`config.mk`:
```
export PLATFORM = sky130hd
export DESIGN_NAME = mci_cif_seq_initiator_flat
export DESIGN_NICKNAME = d
export VERILOG_FILES = /design/src/rtl/mci_cif_seq_initiator_pkg.sv /design/src/rtl/mci_cif_seq_initiator_if.sv /design/src/rtl/mci_cif_seq_initiator.sv /design/src/flat_wrapper.sv
export SDC_FILE = /design/constraint.sdc
export NUM_CORES = 1
export LEC_CHECK = 0
export BUFFER_PORTS_ARGS = -buffer_cell sky130_fd_sc_hd__buf_2
export CORE_MARGIN = 5
export CORE_UTILIZATION = 40
export DETAILED_ROUTE_END_ITERATION = 16
export MAX_ROUTING_LAYER = met4
export PLACE_DENSITY = 0.68
export SYNTH_ARGS = -nofsm -noshare
export SYNTH_HDL_FRONTEND = slang
export SYNTH_SLANG_ARGS = --single-unit
```
`constraint.sdc`:
```
create_clock -name clk -period 5.5 [get_ports clk]
set_input_delay 0.55 -clock clk [delete_from_list [all_inputs] [get_ports clk]]
set_output_delay 0.55 -clock clk [all_outputs]
set_load 0.01 [all_outputs]
```
`src/rtl/mci_cif_seq_initiator_pkg.sv`:
```
// Shared types and constants for the MCI cif_if sequencing initiator.
//   - bus widths of the cif_if request payload
//   - maximum command length and the width of a dword count
//   - FSM state encoding, request payload struct, latched command struct
package mci_cif_seq_initiator_pkg;

    localparam int MCI_CIF_ADDR_WIDTH     = 32;
    localparam int MCI_CIF_DATA_WIDTH     = 32;
    localparam int MCI_CIF_USER_WIDTH     = 32;
    localparam int MCI_CIF_ID_WIDTH       = 8;
    localparam int MCI_CIF_SEQ_MAX_LEN_DW = 256;
    localparam int MCI_CIF_SEQ_LEN_W      = $clog2(MCI_CIF_SEQ_MAX_LEN_DW + 1);

    typedef enum logic [2:0] {
        MCI_CIF_SEQ_IDLE = 3'd0,
        MCI_CIF_SEQ_LOAD = 3'd1,
        MCI_CIF_SEQ_REQ  = 3'd2,
        MCI_CIF_SEQ_RSP  = 3'd3,
        MCI_CIF_SEQ_DONE = 3'd4
    } mci_cif_seq_state_e;

    // One single-dword cif_if transaction request.
    typedef struct packed {
        logic [MCI_CIF_ADDR_WIDTH-1:0]   addr;
        logic [MCI_CIF_DATA_WIDTH-1:0]   wdata;
        logic [MCI_CIF_DATA_WIDTH/8-1:0] wstrb;
        logic                            write;
        logic [MCI_CIF_USER_WIDTH-1:0]   user;
        logic [MCI_CIF_ID_WIDTH-1:0]     id;
    } mci_cif_req_t;

    // Command being executed: addr is the current dword address and
    // len_dw the number of dwords still to move.
    typedef struct packed {
        logic [MCI_CIF_ADDR_WIDTH-1:0] addr;
        logic [MCI_CIF_SEQ_LEN_W-1:0]  len_dw;
        logic                          write;
        logic [MCI_CIF_USER_WIDTH-1:0] user;
    } mci_cif_seq_cmd_t;

endpackage

```
`src/rtl/mci_cif_seq_initiator_if.sv`:
```
// cif_if request-side bundle between an initiator and an MCI sub target.
//   dv       initiator -> target  transaction valid; never drops while hold = 1
//   req_data initiator -> target  addr/wdata/wstrb/write/user/id, stable while dv = 1
//   hold     target -> initiator  stall; the transaction completes on dv & ~hold
//   error    target -> initiator  sampled only in the completion cycle
//   rdata    target -> initiator  sampled only in the completion cycle
// Handshake: a transaction is issued when dv rises and completes on the first
// cycle with dv & ~hold; req_data is held constant from dv rising to completion.
interface mci_cif_seq_initiator_if;
    import mci_cif_seq_initiator_pkg::*;

    logic                          dv;
    mci_cif_req_t                  req_data;
    logic                          hold;
    logic                          error;
    logic [MCI_CIF_DATA_WIDTH-1:0] rdata;

    modport master (
        output dv,
        output req_data,
        input  hold,
        input  error,
        input  rdata
    );

    modport slave (
        input  dv,
        input  req_data,
        output hold,
        output error,
        output rdata
    );

endinterface

```
`src/rtl/mci_cif_seq_initiator.sv`:
```
// Sequencing initiator: runs one multi-dword read or write command as a chain
// of single-dword cif_if transactions, streaming write data in and read data out.
// Ports:
//   clk, rst              clock, asynchronous active-high reset
//   req_if (master)       cif_if request side
//   cmd_valid/cmd_ready   command handshake; cmd_addr, cmd_len_dw, cmd_write, cmd_user
//   wr_valid/wr_ready     write dword stream in (wr_data)
//   rd_valid/rd_ready     read dword stream out (rd_data)
//   done, done_err        one-cycle end-of-command pulse and its failure flag
//   err_addr              address of the failing transaction, held until the next accept
//   state_dbg             current FSM state
// All valid/ready ports transfer on a cycle with valid & ready both high; a
// producer keeps valid and its data stable until that cycle.
module mci_cif_seq_initiator
    import mci_cif_seq_initiator_pkg::*;
#(
    parameter int ADDR_WIDTH = MCI_CIF_ADDR_WIDTH,
    parameter int DATA_WIDTH = MCI_CIF_DATA_WIDTH,
    parameter int USER_WIDTH = MCI_CIF_USER_WIDTH,
    parameter int MAX_LEN_DW = MCI_CIF_SEQ_MAX_LEN_DW,
    localparam int LEN_W     = $clog2(MAX_LEN_DW + 1)
) (
    input  logic                      clk,
    input  logic                      rst,
    mci_cif_seq_initiator_if.master   req_if,
    input  logic                      cmd_valid,
    output logic                      cmd_ready,
    input  logic [ADDR_WIDTH-1:0]     cmd_addr,
    input  logic [LEN_W-1:0]          cmd_len_dw,
    input  logic                      cmd_write,
    input  logic [USER_WIDTH-1:0]     cmd_user,
    input  logic                      wr_valid,
    output logic                      wr_ready,
    input  logic [DATA_WIDTH-1:0]     wr_data,
    output logic                      rd_valid,
    input  logic                      rd_ready,
    output logic [DATA_WIDTH-1:0]     rd_data,
    output logic                      done,
    output logic                      done_err,
    output logic [ADDR_WIDTH-1:0]     err_addr,
    output logic [2:0]                state_dbg
);

    localparam logic [2:0] ST_IDLE = MCI_CIF_SEQ_IDLE;
    localparam logic [2:0] ST_LOAD = MCI_CIF_SEQ_LOAD;
    localparam logic [2:0] ST_REQ  = MCI_CIF_SEQ_REQ;
    localparam logic [2:0] ST_RSP  = MCI_CIF_SEQ_RSP;
    localparam logic [2:0] ST_DONE = MCI_CIF_SEQ_DONE;

    localparam int EW = ADDR_WIDTH + 1;

    logic [2:0]            state;
    mci_cif_seq_cmd_t      cmd_q;
    logic                  dv_q;
    mci_cif_req_t          req_q;
    logic [DATA_WIDTH-1:0] rd_data_q;
    logic [ADDR_WIDTH-1:0] err_addr_q;
    logic                  err_q;

    // Command pre-check. The end address is computed one bit wider so that a
    // command ending exactly at the top of the address space is still legal.
    logic [EW-1:0] end_addr;
    logic          cmd_bad;
    logic          last_dw;
    logic          completion;

    always_comb begin
        end_addr = {1'b0, cmd_addr} + EW'({cmd_len_dw, 2'b00});
        cmd_bad  = (|cmd_addr[1:0])
                 || (cmd_len_dw > LEN_W'(MAX_LEN_DW))
                 || (end_addr[ADDR_WIDTH] && (|end_addr[ADDR_WIDTH-1:0]));
    end

    assign last_dw    = (cmd_q.len_dw == LEN_W'(1));
    assign completion = dv_q && !req_if.hold;

    always_ff @(posedge clk or posedge rst) begin
        if (rst) begin
            state      <= ST_IDLE;
            cmd_q      <= '0;
            dv_q       <= 1'b0;
            req_q      <= '0;
            rd_data_q  <= '0;
            err_addr_q <= '0;
            err_q      <= 1'b0;
        end else begin
            case (state)
                ST_IDLE: begin
                    if (cmd_valid) begin
                        cmd_q.addr   <= cmd_addr;
                        cmd_q.len_dw <= cmd_len_dw;
                        cmd_q.write  <= cmd_write;
                        cmd_q.user   <= cmd_user;
                        req_q.addr   <= cmd_addr;
                        req_q.wdata  <= '0;
                        req_q.wstrb  <= '1;
                        req_q.write  <= cmd_write;
                        req_q.user   <= cmd_user;
                        req_q.id     <= '0;
                        err_addr_q   <= '0;
                        err_q        <= 1'b0;
                        if (cmd_bad) begin
                            err_q <= 1'b1;
                            state <= ST_DONE;
                        end else if (cmd_len_dw == '0) begin
                            state <= ST_DONE;
                        end else if (cmd_write) begin
                            state <= ST_LOAD;
                        end else begin
                            dv_q  <= 1'b1;
                            state <= ST_REQ;
                        end
                    end
                end
                ST_LOAD: begin
                    if (wr_valid) begin
                        req_q.wdata <= wr_data;
                        dv_q        <= 1'b1;
                        state       <= ST_REQ;
                    end
                end
                ST_REQ: begin
                    if (completion) begin
                        dv_q <= 1'b0;
                        if (req_if.error) begin
                            err_addr_q <= cmd_q.addr;
                            err_q      <= 1'b1;
                            state      <= ST_DONE;
                        end else if (cmd_q.write) begin
                            cmd_q.addr   <= cmd_q.addr + ADDR_WIDTH'(4);
                            req_q.addr   <= cmd_q.addr + ADDR_WIDTH'(4);
                            cmd_q.len_dw <= last_dw ? '0 : cmd_q.len_dw - LEN_W'(1);
                            state        <= last_dw ? ST_DONE : ST_LOAD;
                        end else begin
                            rd_data_q <= req_if.rdata;
                            state     <= ST_RSP;
                        end
                    end
                end
                ST_RSP: begin
                    if (rd_ready) begin
                        cmd_q.addr   <= cmd_q.addr + ADDR_WIDTH'(4);
                        req_q.addr   <= cmd_q.addr + ADDR_WIDTH'(4);
                        cmd_q.len_dw <= last_dw ? '0 : cmd_q.len_dw - LEN_W'(1);
                        if (last_dw) begin
                            state <= ST_DONE;
                        end else begin
                            dv_q  <= 1'b1;
                            state <= ST_REQ;
                        end
                    end
                end
                ST_DONE: begin
                    state <= ST_IDLE;
                end
                default: begin
                    dv_q  <= 1'b0;
                    state <= ST_IDLE;
                end
            endcase
        end
    end

    assign req_if.dv       = dv_q;
    assign req_if.req_data = req_q;

    assign cmd_ready = (state == ST_IDLE);
    assign wr_ready  = (state == ST_LOAD);
    assign rd_valid  = (state == ST_RSP);
    assign rd_data   = rd_data_q;
    assign done      = (state == ST_DONE);
    assign done_err  = done && err_q;
    assign err_addr  = err_addr_q;
    assign state_dbg = state;

endmodule
```
`src/flat_wrapper.sv`:
```
// flat-port wrapper written by rule: the top's interface ports become plain ports
module mci_cif_seq_initiator_flat import mci_cif_seq_initiator_pkg::*;
#(
    parameter int ADDR_WIDTH = MCI_CIF_ADDR_WIDTH,
    parameter int DATA_WIDTH = MCI_CIF_DATA_WIDTH,
    parameter int USER_WIDTH = MCI_CIF_USER_WIDTH,
    parameter int MAX_LEN_DW = MCI_CIF_SEQ_MAX_LEN_DW,
    localparam int LEN_W     = $clog2(MAX_LEN_DW + 1)
)
  (clk, rst, cmd_valid, cmd_ready, cmd_addr, cmd_len_dw, cmd_write, cmd_user, wr_valid, wr_ready, wr_data, rd_valid, rd_ready, rd_data, done, done_err, err_addr, state_dbg, req_if_dv, req_if_req_data, req_if_hold, req_if_error, req_if_rdata);
  mci_cif_seq_initiator_if req_if_i ();
  input  logic clk;
  input  logic rst;
  input  logic cmd_valid;
  output logic cmd_ready;
  input  logic [ADDR_WIDTH-1:0] cmd_addr;
  input  logic [LEN_W-1:0] cmd_len_dw;
  input  logic cmd_write;
  input  logic [USER_WIDTH-1:0] cmd_user;
  input  logic wr_valid;
  output logic wr_ready;
  input  logic [DATA_WIDTH-1:0] wr_data;
  output logic rd_valid;
  input  logic rd_ready;
  output logic [DATA_WIDTH-1:0] rd_data;
  output logic done;
  output logic done_err;
  output logic [ADDR_WIDTH-1:0] err_addr;
  output logic [2:0] state_dbg;
  output wire logic [$bits(req_if_i.dv)-1:0] req_if_dv;
  output wire logic [$bits(req_if_i.req_data)-1:0] req_if_req_data;
  input wire logic [$bits(req_if_i.hold)-1:0] req_if_hold;
  input wire logic [$bits(req_if_i.error)-1:0] req_if_error;
  input wire logic [$bits(req_if_i.rdata)-1:0] req_if_rdata;
  assign req_if_dv = req_if_i.dv;
  assign req_if_req_data = req_if_i.req_data;
  assign req_if_i.hold = req_if_hold;
  assign req_if_i.error = req_if_error;
  assign req_if_i.rdata = req_if_rdata;
  mci_cif_seq_initiator #(.ADDR_WIDTH(ADDR_WIDTH), .DATA_WIDTH(DATA_WIDTH), .USER_WIDTH(USER_WIDTH), .MAX_LEN_DW(MAX_LEN_DW)) u_core (.clk(clk), .rst(rst), .req_if(req_if_i), .cmd_valid(cmd_valid), .cmd_ready(cmd_ready), .cmd_addr(cmd_addr), .cmd_len_dw(cmd_len_dw), .cmd_write(cmd_write), .cmd_user(cmd_user), .wr_valid(wr_valid), .wr_ready(wr_ready), .wr_data(wr_data), .rd_valid(rd_valid), .rd_ready(rd_ready), .rd_data(rd_data), .done(done), .done_err(done_err), .err_addr(err_addr), .state_dbg(state_dbg));
endmodule
```
==> Yosys cells after proc, flatten, opt, wreduce, memory -nomap -nowiden <==
Cells that the tools add are included.
{ "word_totals": {"ff_bits": 208, "inputBits": 145, "output_inout_bits": 182, "elab_cells": 100} }
{ "op_classes": {"reduce_logical": 20, "eq_ne": 16, "addsub": 3, "bitwise_logic": 3, "muxes": 45, "order_cmp": 1} }
{ "op_table": {"columns": ["operator", "count"], "rows": [
  ["$mux W32", 8],
  ["$mux W41", 4],
  ["$pmux W32 S2", 2],
  ["$pmux W41 S3", 1],
  ["$mux W109", 1],
  ["$pmux W32 S3", 1],
  ["$mux W74", 1],
  ["$add A32 B11 Y33", 1],
  ["$add A32 B3 Y32 const B", 1],
  ["$reduce_or A32 Y1", 1],
  ["$mux W3", 10],
  ["$ne A2 B2 Y1 const B", 8],
  ["$mux W1", 12],
  ["$pmux W3 S4", 1],
  ["$reduce_and A4 Y1", 3],
  ["$eq A9 B1 Y1 const B", 1],
  ["$gt A9 B9 Y1 const B", 1],
  ["$logic_not A9 Y1", 1],
  ["$mux W9", 1],
  ["$reduce_and A9 Y1", 1],
  ["$sub A9 B1 Y9 const B", 1],
  ["$eq A3 B2 Y1 const B", 2],
  ["$ne A2 B1 Y1 const B", 3],
  ["$reduce_and A6 Y1", 1],
  ["other kinds (15)", 21]
]} }

==> Longest topological paths before layout <==
{ "depth": {"word_depth": 7, "depth_mapped": 11} }

==> Worst setup path before layout <==
No wires, ideal clock.
{ "synth_timing": {"kind": "input to register", "start": "input port cmd_addr[2]", "end": "register u_core.state[0], in the netlist u_core.state_dbg[0]", "required_time_ns": 5.417, "setup_ns": 0.083, "path_stages": 11, "slack_ns": 2.583, "arrival_ns": 2.835, "path_cell_list": "ha_1 -> fa_1 -> nand3_1 -> a211oi_1 -> or2_1 -> clkbuf_2 -> or3_1 -> a222oi_1 -> nand4_1 -> or2_1 -> a31oi_1"} }
{ "synth_via": {"elab_chain_len": 7} }
{ "synth_rtl": {"columns": ["item", "line_no", "source"], "rows": [
  ["start: declaration", "flat_wrapper.sv:16", "input logic [ADDR_WIDTH-1:0] cmd_addr;"],
  ["$add A32 B11 Y33 (*)", "mci_cif_seq_initiator.sv:68", "end_addr = {1'b0, cmd_addr} + EW'({cmd_len_dw, 2'b00});"],
  ["$reduce_or A32 Y1", "mci_cif_seq_initiator.sv:71", "|| (end_addr[ADDR_WIDTH] && (|end_addr[ADDR_WIDTH-1:0]));"],
  ["$logic_and A1 B1 Y1 (*)", "mci_cif_seq_initiator.sv:71", null],
  ["$logic_or A1 B1 Y1 (*)", "mci_cif_seq_initiator.sv:71", null],
  ["$mux W3 (*)", "mci_cif_seq_initiator.sv:102", "if (cmd_bad) begin"],
  ["$mux W3 (*)", "mci_cif_seq_initiator.sv:89", "if (cmd_valid) begin"],
  ["$pmux W3 S4 (*)", "mci_cif_seq_initiator.sv:87", "case (state)"],
  ["end signal: assignment", "mci_cif_seq_initiator.sv:133", "state <= last_dw ? ST_DONE : ST_LOAD;"],
  ["end: declaration", "mci_cif_seq_initiator.sv:52", "logic [2:0] state;"]
]} }
Mark *: on every way between the ends. The rest lies on a longest branch, timed or not. The select of a mux whose other input is x is not followed.
A chain may end at the register's enable or synchronous reset.

==> Worst setup path in the final report <==
{ "layout_timing": {"start": "register u_core.state[1], in the netlist u_core.state_dbg[1]", "end": "register u_core.req_q (netlist bit u_core.req_if.req_data[59])"} }
{ "layout_via": {"elab_chain_len": 3} }
{ "layout_rtl": {"columns": ["item", "line_no", "source"], "rows": [
  ["$eq A3 B1 Y1 / $logic_not A3 Y1 (equally long branches)", "mci_cif_seq_initiator.sv:87", null],
  ["$ne A2 B2 Y1 (no line) / $reduce_bool A2 Y1 (equally long branches)", null, null],
  ["$reduce_and A3 Y1 (no line)", null, null],
  ["end: declaration", "mci_cif_seq_initiator.sv:55", "mci_cif_req_t req_q;"]
]} }
Several ways; a longest one is shown, not always the timed one.

==> impl_metrics.ini <==
[die]
ioPinCount = 327
coreArea_um2 = 24110
core.rowCount = 57
die_h_um = 165.7
die_x_um = 165.7
design.die.area_um2 = 27450
start_util_pct = 40.22

[power]
power.density_nw_per_um2 = 422.3
p_sw_share_pct = 41.29
leakage_nw = 5.729
p_switching_mw = 2.024
intPower_mw = 2.877
seqPwrFrac_pct = 41.1
power_frac_comb_pct = 33.4
p_clk_share_pct = 25.6
vdd.ir_drop.worst_v = 0.0001739
power_mw = 4.901

[clocking]
ctsResizeCount = 0
clkSlewWorstSetupHoldPaths_ns = 0.08
post_cts_buffers = 0
insertion_delay_ns = 0.43
cts_hold_buf = 0
cts_inserted_buffers = 17
clock-sinks = 178
clock_path_buffers = 2
clock_tree.root_cell = clkbuf_16
cts_tree = built
htree_num_levels = 4

[place]
dp.cells = 1652
dp_hpwl_um = 22480
place.gp.congestion = 0.9293
io_buffers = 318

[synth]
yosysTopAreaCell = dfrtp_1
synth_edf_count = 0
ys_ff_latch = 178
synthTopCellsByArea = dfrtp_1 (46%), nand2_1 (11%), buf_4 (5.7%)
syn_area_um2 = 9696
yosys_warnings = 0
ys_seq_area_share_pct = 45.94
syn_avg_cell_area_um2 = 8.520
ys.flop_type = dfrtp_1
ys_types = 72
synthesis.instances = 1138
synthArstFlopShare_pct = 100.0
netlist.area_leader.share_pct = 45.94

[grt]
antenna_found_initial = 3
grt_pass1_vias = 8478
grt_pass1_wl_um = 47330
grt_max_degree = 68
overflow = 0
track_usage_pct = 21.68

[worst_setup_path]
rrSetupSlack_ns = 2.16
required_ns = 5.79
worstSetupPathType = reg2reg
critPathLaunchType = register
cpMaxStageDelayCell = nor2_4
cpMostUsedCell = buf_4
path_cells = nor2b_1 > a211o_1 > a21oi_1 > or4_1 > buf_4 > nor2_4 > a21oi_4 > buf_4 > nand2_1 > o21ai_1
path_max_fanout = 64
rr_endpoint = u_core.req_if.req_data[59]$_DFFE_PP0P_
rr_worst_depth = 10
critPathCaptureType = register
cpPeakStageDelay_ns = 0.76
reg2reg_from = u_core.state_dbg[1]$_DFFE_PP0P_
crit_arrival_ns = 3.63

[worst_hold_path]
hold_class = in2async

[drt]
dr.pass1.iters = 6
drc = 0
ant_nets = 0
drt-initial-drc-count = 785
via_per_inst = 5.295
drt_wl_total_um = 29690
vias = 8933
wire_per_inst_um = 17.60

[sta]
slew_headroom_pct = 30.03
finalMaxSlewViolations = 0
fmax_ghz = 0.2994
min_period_over_period_pct = 60.73
period_minus_slack_ns = 3.340
tns_ns = 0
tightest_slew_ns = 1.050
setup_viol = 0
rsz0062_at_grt = no
fin_skew_ns = 0.01401
finalHoldViolations = 0

[finish]
final_common_cell = buf_2
nets = 1505
area_growth_pct = 19.69
fin_cells = 1687
drive_gt1_share_pct = 29.19
final_util_pct = 48.14
layout_common_cells = buf_2 (318), nand2_1 (282), dfrtp_1 (178)

[outcome]
status = complete, no violations

[run]
drv_cap = 0
-- metal layers --
layer,track usage (%),vias up,share of wire (%)
met4,7.245,0,2.5
met5,-,-,0
li1,-,4294,-
met1,29.31,4191,44
met3,3.551,63,6.4
met2,33.47,385,47
-- kinds of logic (layout without fill, tap and decap cells) --
group,after synthesis,count (layout),synth area share [%]
AO/OA/AOI/OAI,284,284,17.42
XOR/XNOR,7,7,0.6324
adder cells (fa/ha/maj),13,13,1.755
buffers and inverters,167,382,9.640
flip-flops,178,178,45.94
multiplexers,36,36,4.155
other,1,11,0.03868
AND/OR/NAND/NOR,452,452,20.42
-- power by group through the flow --
stage	logic, mW	clock network, mW	registers, mW
floorplan	1.36	0	1.91
global placement	1.62	0	2.03
detailed placement	1.64	0	2.04
CTS	1.65	1.28	2.01
global route	1.81	1.34	2.07
finish	1.63	1.25	2.01
-- critical path: cells and delay by family (launching register included) --
family / cells / cell delay, ns
AO/OA/AOI/OAI: 4 / 0.35
flip-flops: 1 / 0.54
AND/OR/NAND/NOR: 4 / 1.66
buffers and inverters: 2 / 0.63
-- sequential cells by signal, indices dropped and copies added, names as in the netlist --
name and flops:
u_core.cmd_q 45, u_core.req_if.req_data 64, u_core.err_q 1, u_core.err_addr 32, u_core.req_if.dv 1, u_core.state_dbg 3, u_core.rd_data 32
-- worst max-delay path by stage --
stage	startpoint	slack, ns	end	cells past startpoint
6_report	u_core.state_dbg[1]$_DFFE_PP0P_	2.16	u_core.req_if.req_data[59]$_DFFE_PP0P_	10
5_1_grt	u_core.state_dbg[1]$_DFFE_PP0P_	1.87	u_core.req_if.req_data[59]$_DFFE_PP0P_	10
4_1_cts	u_core.req_if.dv$_DFFE_PP0P_	2.16	u_core.req_if.req_data[68]$_DFFE_PP0P_	10
3_5_place_dp	cmd_valid	1.92	u_core.req_if.req_data[65]$_DFFE_PP0P_	11
3_3_place_gp	cmd_valid	2.00	u_core.req_if.req_data[58]$_DFFE_PP0P_	11
2_1_floorplan	rst	0.12	u_core.cmd_q[0]$_DFFE_PP0P_	1
-- layout make-up --
cell class              count  area [um^2]
repair buffers            328         1667
clock inverters            15        187.7
fillers                  2376        12500
diodes                      3        7.507
clock buffers              17        425.4
multi-input cells         800         4370
inverters                  22        87.58
well taps                 324        405.4
flip-flops and latches    178         4454
-- synth_stat cells (5+ instances only) --
library cell  number
a211oi_1           7
a21o_1            10
a21oi_1           68
a31oi_1           20
and2_1             6
and3_1             5
buf_2             17
buf_4             74
clkbuf_1          48
dfrtp_1          178
ha_1              12
inv_1             22
mux2_1            15
mux2_2            19
nand2_1          282
nand2b_1           6
nand3_1           28
nand4_1           17
nor2_1            49
nor2b_1            6
nor3_1            15
nor3b_1            6
nor4_1            13
o2111ai_1          6
o21ai_0           83
o21ai_1           39
o22ai_1            6
o31ai_1            5
-- through the flow --
stage,worst slack (ns),cell area [um^2],hold slack (ns)
2_1_floorplan,0.1197,9722,0.4469
3_3_place_gp,2.000,10980,0.4536
3_5_place_dp,1.921,10980,0.4567
4_1_cts,2.164,11600,0.2228
5_1_grt,1.871,11600,0.2555
6_report,2.160,11600,0.2165
Power figures use the tool's default switching activity.
